### src/rtl/mem_arbiter_if.sv
// -----------------------------------------------------------------------------
// mem_arbiter_if
//
// Purpose: bundles every handshake and bus signal of the two-port memory
// arbiter. The three groups are:
//   - the instruction-fetch port (if_*)
//   - the load/store data port (d_*)
//   - the single-ported memory (mem_*)
// Signal names keep their _i/_o suffixes as seen from the arbiter, so
// waveforms read the same at either end of the interface.
//
// Parameters:
//   AW - address width
//   DW - data width
//
// Modports:
//   slave  - the arbiter's view. Requests and memory read data come in;
//            grants, read responses and the memory command go out.
//   master - the environment's view (requesters plus memory); every
//            direction is the mirror of slave.
// -----------------------------------------------------------------------------
interface mem_arbiter_if #(
  parameter int AW = 32,
  parameter int DW = 32
);

  // Fetch port
  logic          if_req_i;
  logic [AW-1:0] if_addr_i;
  logic          if_gnt_o;
  logic          if_rvalid_o;
  logic [DW-1:0] if_rdata_o;

  // Data (load/store) port
  logic          d_req_i;
  logic          d_we_i;
  logic [AW-1:0] d_addr_i;
  logic [DW-1:0] d_wdata_i;
  logic          d_gnt_o;
  logic          d_rvalid_o;
  logic [DW-1:0] d_rdata_o;

  // Memory side; read data returns one cycle after mem_rd_o
  logic [AW-1:0] mem_addr_o;
  logic          mem_rd_o;
  logic          mem_wr_o;
  logic [DW-1:0] mem_wdata_o;
  logic [DW-1:0] mem_rdata_i;

  modport slave (
    input  if_req_i, if_addr_i,
    input  d_req_i, d_we_i, d_addr_i, d_wdata_i,
    input  mem_rdata_i,
    output if_gnt_o, if_rvalid_o, if_rdata_o,
    output d_gnt_o, d_rvalid_o, d_rdata_o,
    output mem_addr_o, mem_rd_o, mem_wr_o, mem_wdata_o
  );

  modport master (
    output if_req_i, if_addr_i,
    output d_req_i, d_we_i, d_addr_i, d_wdata_i,
    output mem_rdata_i,
    input  if_gnt_o, if_rvalid_o, if_rdata_o,
    input  d_gnt_o, d_rvalid_o, d_rdata_o,
    input  mem_addr_o, mem_rd_o, mem_wr_o, mem_wdata_o
  );

endinterface

### src/rtl/mem_arbiter.sv
// -----------------------------------------------------------------------------
// mem_arbiter
//
// Purpose: shares one single-ported memory between an instruction-fetch port
// and a load/store data port.
//   - At most one request is granted per cycle.
//   - The grant is combinational, so a request is accepted in the same cycle
//     it is raised.
//   - The granted port drives the memory command in that same cycle.
//   - The data port normally wins a tie. The fetch port is denied at most
//     STARVE_MAX consecutive cycles; the next cycle it is forced through.
//   - Each granted read records which port owns it. One cycle later the
//     owner gets a single-cycle rvalid carrying mem_rdata_i.
//   - Writes complete at their grant and never produce an rvalid.
//
// Parameters:
//   AW         - address width; must match the connected interface
//   DW         - data width; must match the connected interface
//   STARVE_MAX - max consecutive denied cycles for a requesting fetch port
//                (1..15)
//
// Ports:
//   clk_i - single clock; all state updates on the rising edge
//   rst_i - synchronous, active-high reset. It also gates every grant,
//           memory strobe and response combinationally while high.
//   bus   - mem_arbiter_if.slave carrying:
//             fetch port:  if_req/addr/gnt/rvalid/rdata
//             data port:   d_req/we/addr/wdata/gnt/rvalid/rdata
//             memory side: mem_addr/rd/wr/wdata/rdata
// -----------------------------------------------------------------------------
module mem_arbiter #(
  parameter int AW         = 32,
  parameter int DW         = 32,
  parameter int STARVE_MAX = 4
) (
  input  logic          clk_i,
  input  logic          rst_i,
  mem_arbiter_if.slave  bus
);

  // 4 bits covers the full 1..15 range of STARVE_MAX.
  localparam int             CW         = 4;
  localparam logic [CW-1:0]  STARVE_LIM = CW'(STARVE_MAX);
  localparam int             NPORT      = 2;

  // Which requester a pending read belongs to. The enum value doubles as
  // the port index used by the per-port response logic below.
  typedef enum logic {
    OWN_FETCH = 1'b0,
    OWN_DATA  = 1'b1
  } owner_e;

  // ---------------------------------------------------------------------------
  // State
  // ---------------------------------------------------------------------------
  logic [CW-1:0] starve_reg, starve_next;
  logic          pend_valid_reg, pend_valid_next;
  owner_e        pend_owner_reg, pend_owner_next;

  // ---------------------------------------------------------------------------
  // Grant decision
  // ---------------------------------------------------------------------------
  logic fetch_forced;
  logic fetch_gnt;
  logic data_gnt;
  logic read_gnt;

  always_comb begin
    fetch_forced = (starve_reg == STARVE_LIM);
    fetch_gnt    = 1'b0;
    data_gnt     = 1'b0;
    if (!rst_i) begin
      // The data port loses a tie only once the fetch port has already
      // been starved for the maximum allowed number of cycles.
      if (bus.d_req_i && !(bus.if_req_i && fetch_forced)) begin
        data_gnt = 1'b1;
      end else if (bus.if_req_i) begin
        fetch_gnt = 1'b1;
      end
    end
  end

  assign read_gnt = fetch_gnt || (data_gnt && !bus.d_we_i);

  // ---------------------------------------------------------------------------
  // Memory command, steered from whichever port won this cycle.
  // Address and write data are zeroed when idle, so the bus is quiet.
  // ---------------------------------------------------------------------------
  always_comb begin
    bus.mem_addr_o  = '0;
    bus.mem_rd_o    = 1'b0;
    bus.mem_wr_o    = 1'b0;
    bus.mem_wdata_o = '0;
    if (data_gnt) begin
      bus.mem_addr_o = bus.d_addr_i;
      if (bus.d_we_i) begin
        bus.mem_wr_o    = 1'b1;
        bus.mem_wdata_o = bus.d_wdata_i;
      end else begin
        bus.mem_rd_o = 1'b1;
      end
    end else if (fetch_gnt) begin
      bus.mem_addr_o = bus.if_addr_i;
      bus.mem_rd_o   = 1'b1;
    end
  end

  assign bus.if_gnt_o = fetch_gnt;
  assign bus.d_gnt_o  = data_gnt;

  // ---------------------------------------------------------------------------
  // Starvation counter.
  // - Counts cycles where fetch is requesting but not granted.
  // - Holds once it reaches the limit.
  // - Drops to zero whenever fetch is granted or stops requesting.
  // ---------------------------------------------------------------------------
  always_comb begin
    starve_next = '0;
    if (bus.if_req_i && !fetch_gnt) begin
      if (starve_reg == STARVE_LIM) begin
        starve_next = starve_reg;
      end else begin
        starve_next = starve_reg + CW'(1);
      end
    end
  end

  // ---------------------------------------------------------------------------
  // Read-owner pipeline: a single stage, matching the one-cycle memory
  // read latency. It is overwritten every cycle, which is what lets
  // back-to-back reads stream with no bubbles.
  // ---------------------------------------------------------------------------
  always_comb begin
    pend_valid_next = read_gnt;
    pend_owner_next = data_gnt ? OWN_DATA : OWN_FETCH;
  end

  always_ff @(posedge clk_i) begin
    if (rst_i) begin
      starve_reg     <= '0;
      pend_valid_reg <= 1'b0;
      pend_owner_reg <= OWN_FETCH;
    end else begin
      starve_reg     <= starve_next;
      pend_valid_reg <= pend_valid_next;
      pend_owner_reg <= pend_owner_next;
    end
  end

  // ---------------------------------------------------------------------------
  // Per-port response: rvalid pulse plus the held read-data register.
  // rst_i masks rvalid, so a read granted just before reset is squashed
  // even though its data still arrives from the memory.
  // ---------------------------------------------------------------------------
  logic [NPORT-1:0]  rvalid_port;
  logic [DW-1:0]     rdata_port [NPORT];

  for (genvar gi = 0; gi < NPORT; gi++) begin : g_port
    localparam owner_e PORT_OWNER = (gi == 0) ? OWN_FETCH : OWN_DATA;

    logic [DW-1:0] rdata_reg;

    assign rvalid_port[gi] = pend_valid_reg && !rst_i &&
                             (pend_owner_reg == PORT_OWNER);

    always_ff @(posedge clk_i) begin
      if (rst_i) begin
        rdata_reg <= '0;
      end else if (rvalid_port[gi]) begin
        rdata_reg <= bus.mem_rdata_i;
      end
    end

    // Fresh data is passed straight through on the rvalid cycle. Otherwise
    // the port sees the last value it received, or zero while in reset.
    assign rdata_port[gi] = rst_i           ? '0              :
                            rvalid_port[gi] ? bus.mem_rdata_i :
                                              rdata_reg;
  end

  assign bus.if_rvalid_o = rvalid_port[0];
  assign bus.if_rdata_o  = rdata_port[0];
  assign bus.d_rvalid_o  = rvalid_port[1];
  assign bus.d_rdata_o   = rdata_port[1];

endmodule
### src/flat_wrapper.sv
// flat-port wrapper written by rule: the top's interface ports become plain ports
module mem_arbiter_flat 
#(
  parameter int AW         = 32,
  parameter int DW         = 32,
  parameter int STARVE_MAX = 4
)
  (clk_i, rst_i, bus_if_req_i, bus_if_addr_i, bus_d_req_i, bus_d_we_i, bus_d_addr_i, bus_d_wdata_i, bus_mem_rdata_i, bus_if_gnt_o, bus_if_rvalid_o, bus_if_rdata_o, bus_d_gnt_o, bus_d_rvalid_o, bus_d_rdata_o, bus_mem_addr_o, bus_mem_rd_o, bus_mem_wr_o, bus_mem_wdata_o);
  mem_arbiter_if #(.AW(AW), .DW(DW)) bus_i ();
  input  logic clk_i;
  input  logic rst_i;
  input wire logic [$bits(bus_i.if_req_i)-1:0] bus_if_req_i;
  input wire logic [$bits(bus_i.if_addr_i)-1:0] bus_if_addr_i;
  input wire logic [$bits(bus_i.d_req_i)-1:0] bus_d_req_i;
  input wire logic [$bits(bus_i.d_we_i)-1:0] bus_d_we_i;
  input wire logic [$bits(bus_i.d_addr_i)-1:0] bus_d_addr_i;
  input wire logic [$bits(bus_i.d_wdata_i)-1:0] bus_d_wdata_i;
  input wire logic [$bits(bus_i.mem_rdata_i)-1:0] bus_mem_rdata_i;
  output wire logic [$bits(bus_i.if_gnt_o)-1:0] bus_if_gnt_o;
  output wire logic [$bits(bus_i.if_rvalid_o)-1:0] bus_if_rvalid_o;
  output wire logic [$bits(bus_i.if_rdata_o)-1:0] bus_if_rdata_o;
  output wire logic [$bits(bus_i.d_gnt_o)-1:0] bus_d_gnt_o;
  output wire logic [$bits(bus_i.d_rvalid_o)-1:0] bus_d_rvalid_o;
  output wire logic [$bits(bus_i.d_rdata_o)-1:0] bus_d_rdata_o;
  output wire logic [$bits(bus_i.mem_addr_o)-1:0] bus_mem_addr_o;
  output wire logic [$bits(bus_i.mem_rd_o)-1:0] bus_mem_rd_o;
  output wire logic [$bits(bus_i.mem_wr_o)-1:0] bus_mem_wr_o;
  output wire logic [$bits(bus_i.mem_wdata_o)-1:0] bus_mem_wdata_o;
  assign bus_i.if_req_i = bus_if_req_i;
  assign bus_i.if_addr_i = bus_if_addr_i;
  assign bus_i.d_req_i = bus_d_req_i;
  assign bus_i.d_we_i = bus_d_we_i;
  assign bus_i.d_addr_i = bus_d_addr_i;
  assign bus_i.d_wdata_i = bus_d_wdata_i;
  assign bus_i.mem_rdata_i = bus_mem_rdata_i;
  assign bus_if_gnt_o = bus_i.if_gnt_o;
  assign bus_if_rvalid_o = bus_i.if_rvalid_o;
  assign bus_if_rdata_o = bus_i.if_rdata_o;
  assign bus_d_gnt_o = bus_i.d_gnt_o;
  assign bus_d_rvalid_o = bus_i.d_rvalid_o;
  assign bus_d_rdata_o = bus_i.d_rdata_o;
  assign bus_mem_addr_o = bus_i.mem_addr_o;
  assign bus_mem_rd_o = bus_i.mem_rd_o;
  assign bus_mem_wr_o = bus_i.mem_wr_o;
  assign bus_mem_wdata_o = bus_i.mem_wdata_o;
  mem_arbiter #(.AW(AW), .DW(DW), .STARVE_MAX(STARVE_MAX)) u_core (.clk_i(clk_i), .rst_i(rst_i), .bus(bus_i));
endmodule
### config.mk
export PLATFORM = sky130hd
export DESIGN_NAME = mem_arbiter_flat
export DESIGN_NICKNAME = d
export VERILOG_FILES = /design/src/rtl/mem_arbiter_if.sv /design/src/rtl/mem_arbiter.sv /design/src/flat_wrapper.sv
export SDC_FILE = /design/constraint.sdc
export NUM_CORES = 1
export LEC_CHECK = 0
export CAP_MARGIN = 25
export CORE_AREA = 2 2 102 104
export CTS_BUF_LIST = sky130_fd_sc_hd__clkbuf_16
export DETAILED_ROUTE_END_ITERATION = 8
export DIE_AREA = 0 0 104 106
export PLACE_DENSITY_LB_ADDON = 0.15
export SYNTH_ARGS = -nofsm -noshare
export SYNTH_HDL_FRONTEND = slang
export SYNTH_SLANG_ARGS = --single-unit
### constraint.sdc
create_clock -name clk_i -period 2.05 [get_ports clk_i]
set_clock_uncertainty 0.15 [all_clocks]
set_input_delay 0.205 -clock clk_i [delete_from_list [all_inputs] [get_ports clk_i]]
set_output_delay 0.205 -clock clk_i [all_outputs]
set_load 0.005 [all_outputs]
==> flow_summary.json, run 1 <==
{
  "root_buffer": "clkbuf_16",
  "ys_types": 26,
  "post-route-period-util_pct": 116,
  "core_area_mm2": 0.0100,
  "numCtsBuffers": 9,
  "synth_common_cells": "nand2_1 (98), dfxtp_1 (70), nand3b_1 (34)",
  "crit_start": "u_core.starve_reg[1]$_SDFFE_PP0P_",
  "clk_latency_ns": 0.33,
  "netlist_area_mm2": 0.00323,
  "vias": 4132,
  "violations": "negative setup slack",
  "hpwlAfterDp_mm": 10.9,
  "syn_nets": 524,
  "r2r_setup_slack_ns": 0.07,
  "whs_path_depth": 2,
  "die_y_um": 106,
  "hold_path_class": "in -> reg",
  "hold_viol": 0,
  "gr-usage-all-layers_pct": 29.0,
  "drc_errors": 0,
  "finalPower_mw": 4.20,
  "start_util_pct": 32.3,
  "drive_gt1_share_pct": 30.7,
  "path_delay_family": "buffers and inverters",
  "syn_inst": 389,
  "portBuffers": 266,
  "drt-total-wl_mm": 16.8,
  "worst-slew-pin-transition_ns": 0.312,
  "grt_max_degree": 40,
  "cts_sinks": 70,
  "critPathBufInv": 6,
  "yosysTopAreaCellShare_pct": 43.4,
  "die-area_mm2": 0.0110,
  "hold_end": "u_core.pend_owner_reg$_SDFF_PP0_",
  "gp_congestion": 1.03,
  "crit_fanout": 5,
  "setup_viol": 67,
  "synth_flop_cell": "dfxtp_1",
  "synth_warnings": 0,
  "cp_num_cells": 10,
  "clk_path_buf_depth": 2,
  "status": "complete, but fails checks",
  "drt_iter0_markers": 179,
  "avgViaCountPerCell": 4.88,
  "grt_pass1_wl_mm": 24.3,
  "antenna_found_initial": 2,
  "dieWidth_um": 104,
  "nets": 840,
  "r2r-end": "u_core.pend_valid_reg$_SDFF_PP0_",
  "rsz0062_at_grt": "true",
  "slew_viol_final": 0,
  "dr.pass1.iters": 4,
  "htreeDepth": 3,
  "required_ns": 1.69,
  "crit_path_start_kind": "flop",
  "rows": 37,
  "crit_arrival_ns": 2.03,
  "largest_register_ffs": 64,
  "crit_type": "reg -> out",
  "ys_async_sr_fraction_pct": 0,
  "routedWlPerCell_um": 19.8,
  "critPathCaptureType": "output port",
  "r2r_start": "u_core.starve_reg[0]$_SDFFE_PP0P_",
  "yosysMostFrequentCell": "nand2_1",
  "setup_slack_ns": -0.337,
  "max_freq_mhz": 419,
  "max-slew-margin-rel_pct": 79.2,
  "vdd_drop_max_v": 0.000405,
  "synth_top_area_cell": "dfxtp_1",
  "crit_path_cell_trace": "inv_2 > ha_4 > nor2b_4 > a311oi_4 > buf_6 > buf_12 > buf_16 > buf_6 > a22o_1 > buf_2",
  "first_global_vias": 4195,
  "dp_worst_setup_slack_ns": -0.449,
  "cpPeakStageDelay_ns": 0.33,
  "reg2reg_depth": 11,
  "fin_util_pct": 71.2,
  "syn_to_final_growth_pct": 121,
  "ant_nets": 0,
  "drv_cap": 0,
  "fin_crit_ns": 2.39,
  "ios": 267,
  "synth_edf_count": 0,
  "crit_slowest_cell": "dfxtp_2",
  "overflow": 0,
  "ys_ff_latch": 70,
  "yosys-top-cells-area": "dfxtp_1 (43%), nand2_1 (11%), a22o_1 (8.7%), nand3b_1 (7.9%), nand2b_1 (6.4%)",
  "p_leak_nw": 3.32,
  "avgSynthCellArea_um2": 8.29,
  "cts_tree": "built",
  "power_density_mw_per_mm2": 590,
  "synth-seq-area-share_pct": 43.4,
  "path_clk_slew_ns": 0.05,
  "final.fill_count": 802,
  "holdBufCountCts": 0,
  "crit_top_cell": "buf_6",
  "holdCritStartpoint": "rst_i"
}
[per-stage QoR]
step | setup TNS [ns] | hold slack (ns) | area [µm²] | std cells
after CTS | -16.85 | 0.0750 | 6930 | 839
after detailed placement | -25.21 | 0.315 | 6090 | 777
after global placement | -25.48 | 0.309 | 6090 | 777
after global routing | -22.63 | 0.104 | 7120 | 846
final | -18.77 | 0.0847 | 7120 | 847
after floorplan | 0 | 0.173 | 3230 | 389
[report_power, final]
part	switching (mW)	total, mW	internal [mW]
clock	0.576	1.88	1.30
combinational	0.324	0.888	0.564
sequential	0.0158	1.43	1.41
total	0.916	4.20	3.28
[kinds of logic after synthesis]
| family | Yosys count | synth area share, % |
|---|---|---|
| AOI/OAI and AO/OA | 69 | 15.5 |
| adders and majority gates | 2 | 0.776 |
| buffers and inverters | 39 | 6.21 |
| DFF | 70 | 43.4 |
| muxes | 1 | 0.310 |
| and+or+nand+nor | 208 | 33.8 |
[routing by layer]
| layer | GRT usage [%] | up-vias | routed length (µm) |
|---|---|---|---|
| li1 | - | 1976 | - |
| met5 | 0 | - | 13 |
| met2 | 51.6 | 186 | 8500 |
| met4 | 8.20 | 2 | 433 |
| met3 | 9.63 | 27 | 1380 |
| met1 | 33.3 | 1941 | 6450 |
[placed cells by master, fill, tap and decap left out, types with 27 or more instances in the layout]
cell type        instances
clkdlybuf4s50_1        133
nand2_1                 98
dfxtp_1                 66
buf_2                   48
buf_6                   38
nand3b_1                34
nand2b_1                33
a22o_1                  30
clkdlybuf4s15_1         27
clkbuf_2                27
[cell type report]
cell class / instances / area, µm² / share of cell area [%]
clock buffers: 9 / 225 / 3.16
diodes: 1 / 2.50 / 0.0351
clock inverters: 7 / 136 / 1.92
well taps: 136 / 170 / 2.39
flip-flops and latches: 70 / 1410 / 19.8
inverters: 6 / 22.5 / 0.316
multi-input cells: 280 / 1770 / 24.9
repair buffers: 338 / 3390 / 47.6
[worst max-delay path by stage]
| stage | end | slack (ns) |
|---|---|---|
| floorplan | bus_mem_addr_o[10] | 0.14 |
| global route | bus_mem_addr_o[26] | -0.40 |
| CTS | bus_mem_wdata_o[2] | -0.33 |
| global placement | bus_mem_addr_o[2] | -0.46 |
| finish | bus_mem_addr_o[26] | -0.34 |
| detailed placement | bus_mem_addr_o[2] | -0.45 |
[what timing repair did]
action / CTS / global route
setup buffers: 33 / 6
setup endpoints to repair: 133 / 108
pin swaps: 17 / 26
gates cloned: 13 / 3
gates resized for setup: 422 / 119
No activity file was read; power rests on OpenSTA's default activity.
==> run 2: changes to the inputs <==
Settings changed: CORE_AREA 2 2 102 104 to unset, CORE_MARGIN set to 8, CORE_UTILIZATION set to 33, DIE_AREA 0 0 104 106 to unset.
==> run 2 against run 1 <==
Net effect:
- the run still ends with negative setup slack left
- routed wire length up 2.5%
- count of clock-buffer cells in the layout unchanged
- global-route usage down 3.9 points
- worst hold slack better by 0.066 ns
- flip-flop and latch count unchanged
- first-iteration DRC count up 22%
- critical endpoint is now bus_mem_wdata_o[7]
- highest routed layer unchanged
==> flow_summary.json, run 2 (synthesis results as in run 1) <==
{
  "status": "complete, but fails checks",
  "violations": "negative setup slack",
  "drv_cap": 0,
  "dieWidth_um": 115,
  "grt_max_degree": 37,
  "max-slew-margin-rel_pct": 79.6,
  "drt_iter0_markers": 219,
  "post-route-period-util_pct": 120,
  "crit_path_start_kind": "flop",
  "finalPower_mw": 3.91,
  "syn_to_final_growth_pct": 114,
  "r2r-end": "u_core.pend_valid_reg$_SDFF_PP0_",
  "dpl.cell_count": 779,
  "core_area_mm2": 0.00964,
  "p_leak_nw": 3.30,
  "path_clk_slew_ns": 0.05,
  "worst-slew-pin-transition_ns": 0.306,
  "gr-usage-all-layers_pct": 25.1,
  "ios": 267,
  "die_y_um": 115,
  "largest_register_ffs": 64,
  "cts_sinks": 70,
  "mostFrequentLayoutCell": "clkdlybuf4s50_1",
  "rsz0062_at_grt": "true",
  "antennaDiodeCount": 0,
  "start_util_pct": 33.5,
  "reg2reg_depth": 10,
  "seqCellArea_mm2": 0.00141,
  "root_buffer": "clkbuf_16",
  "drc_errors": 0,
  "holdBufCountCts": 0,
  "hold_path_class": "in -> reg",
  "antenna_found_initial": 1,
  "crit_arrival_ns": 2.10,
  "vdd_drop_max_v": 0.000388,
  "die-area_mm2": 0.0132,
  "cts_tree": "built",
  "htreeDepth": 3,
  "slew_viol_final": 0,
  "avgViaCountPerCell": 4.87,
  "crit_fanout": 5,
  "multi_input_area_mm2": 0.00178,
  "setup_viol": 67,
  "vias": 4083,
  "portBuffers": 266,
  "drive_gt1_share_pct": 30.4,
  "overflow": 0,
  "hold_viol": 0,
  "hold_end": "u_core.pend_owner_reg$_SDFF_PP0_",
  "hpwlAfterDp_mm": 11.9,
  "holdCritStartpoint": "rst_i",
  "nets": 835,
  "first_global_vias": 4329,
  "required_ns": 1.69,
  "setup-tns-final_ns": -24.24,
  "layout.cells.non_filler": 838,
  "clk_latency_ns": 0.32,
  "critPathCaptureType": "output port",
  "gp_congestion": 0.884,
  "ant_nets": 0,
  "crit_type": "reg -> out",
  "final.fill_count": 771,
  "whs_path_depth": 2,
  "max_freq_mhz": 407,
  "rows": 36,
  "dp_worst_setup_slack_ns": -0.420,
  "drt-total-wl_mm": 17.2,
  "routedWlPerCell_um": 20.5,
  "fin_util_pct": 71.7,
  "setup_slack_ns": -0.407,
  "grt_pass1_wl_mm": 25.2,
  "numCtsBuffers": 9,
  "power_density_mw_per_mm2": 565,
  "r2r_start": "u_core.starve_reg[0]$_SDFFE_PP0P_",
  "fin_crit_ns": 2.46,
  "dr.pass1.iters": 4,
  "final_cell_mix": "clkdlybuf4s50_1 (132), nand2_1 (98), dfxtp_1 (67), buf_2 (42), buf_6 (36)",
  "r2r_setup_slack_ns": 0.16,
  "clk_path_buf_depth": 2
}
==> run 2: power breakdown <==
part           total, mW  internal, mW  switching, mW
combinational      0.860         0.545          0.315
sequential          1.43          1.41         0.0153
clock               1.62          1.06          0.565
==> run 2: how the worst max path moves through the flow <==
stage	startpoint	to	slack (ns)	depth (start not counted)
3_3_place_gp	bus_d_req_i	bus_mem_addr_o[13]	-0.40	6
3_5_place_dp	bus_d_req_i	bus_mem_wdata_o[7]	-0.42	6
6_report	u_core.starve_reg[0]$_SDFFE_PP0P_	bus_mem_wdata_o[7]	-0.41	10
2_1_floorplan	u_core.starve_reg[0]$_SDFFE_PP0P_	bus_mem_addr_o[10]	0.14	7
5_1_grt	u_core.starve_reg[1]$_SDFFE_PP0P_	bus_mem_addr_o[13]	-0.47	10
4_1_cts	u_core.starve_reg[1]$_SDFFE_PP0P_	bus_mem_addr_o[24]	-0.35	9
==> run 2: area by class of cell <==
cell class	instances	area share, %
inverters	6	0.326
well taps	133	2.41
clock inverters	7	1.30
clock buffers	9	3.26
repair buffers	333	46.7
flip-flops and latches	70	20.3
multi-input cells	280	25.7
==> run 2: stage by stage <==
| step | hold WS, ns | cell area (µm²) |
|---|---|---|
| CTS | 0.128 | 6870 |
| floorplan | 0.173 | 3230 |
| global placement | 0.310 | 6160 |
| finish | 0.151 | 6920 |
| detailed placement | 0.315 | 6160 |
| global route | 0.164 | 6920 |
==> run 2: timing repair <==
item                       CTS  global route
buffers inserted            27             5
gates cloned                13             0
pin swaps                   22            21
resized for setup          386           116
setup endpoints to repair  133           114
==> run 2: critical path, cell delays in order, from the launching register on <==
cell and delay, ns:
dfxtp_2 0.33, inv_2 0.04, ha_4 0.15, nor2b_4 0.13
a311oi_4 0.34, buf_6 0.16, buf_6 0.10, buf_6 0.12
buf_16 0.12, and3_4 0.19, buf_6 0.09
==> run 2: routing by layer <==
metal,vias up,routed length [µm],GRT usage [%]
li1,1964,-,-
met1,1898,6320,26.1
met2,186,8640,44.0
met3,33,1760,11.3
met4,2,466,8.49
met5,-,13,0
==> run 3: changes to the inputs <==
Settings changed: CORE_AREA set to 2 2 102 104, CORE_MARGIN 8 to unset, CORE_UTILIZATION 33 to unset, DIE_AREA set to 0 0 104 106.
==> results of run 3 <==
Final layout, timing and power as in run 1 (identical DEF).
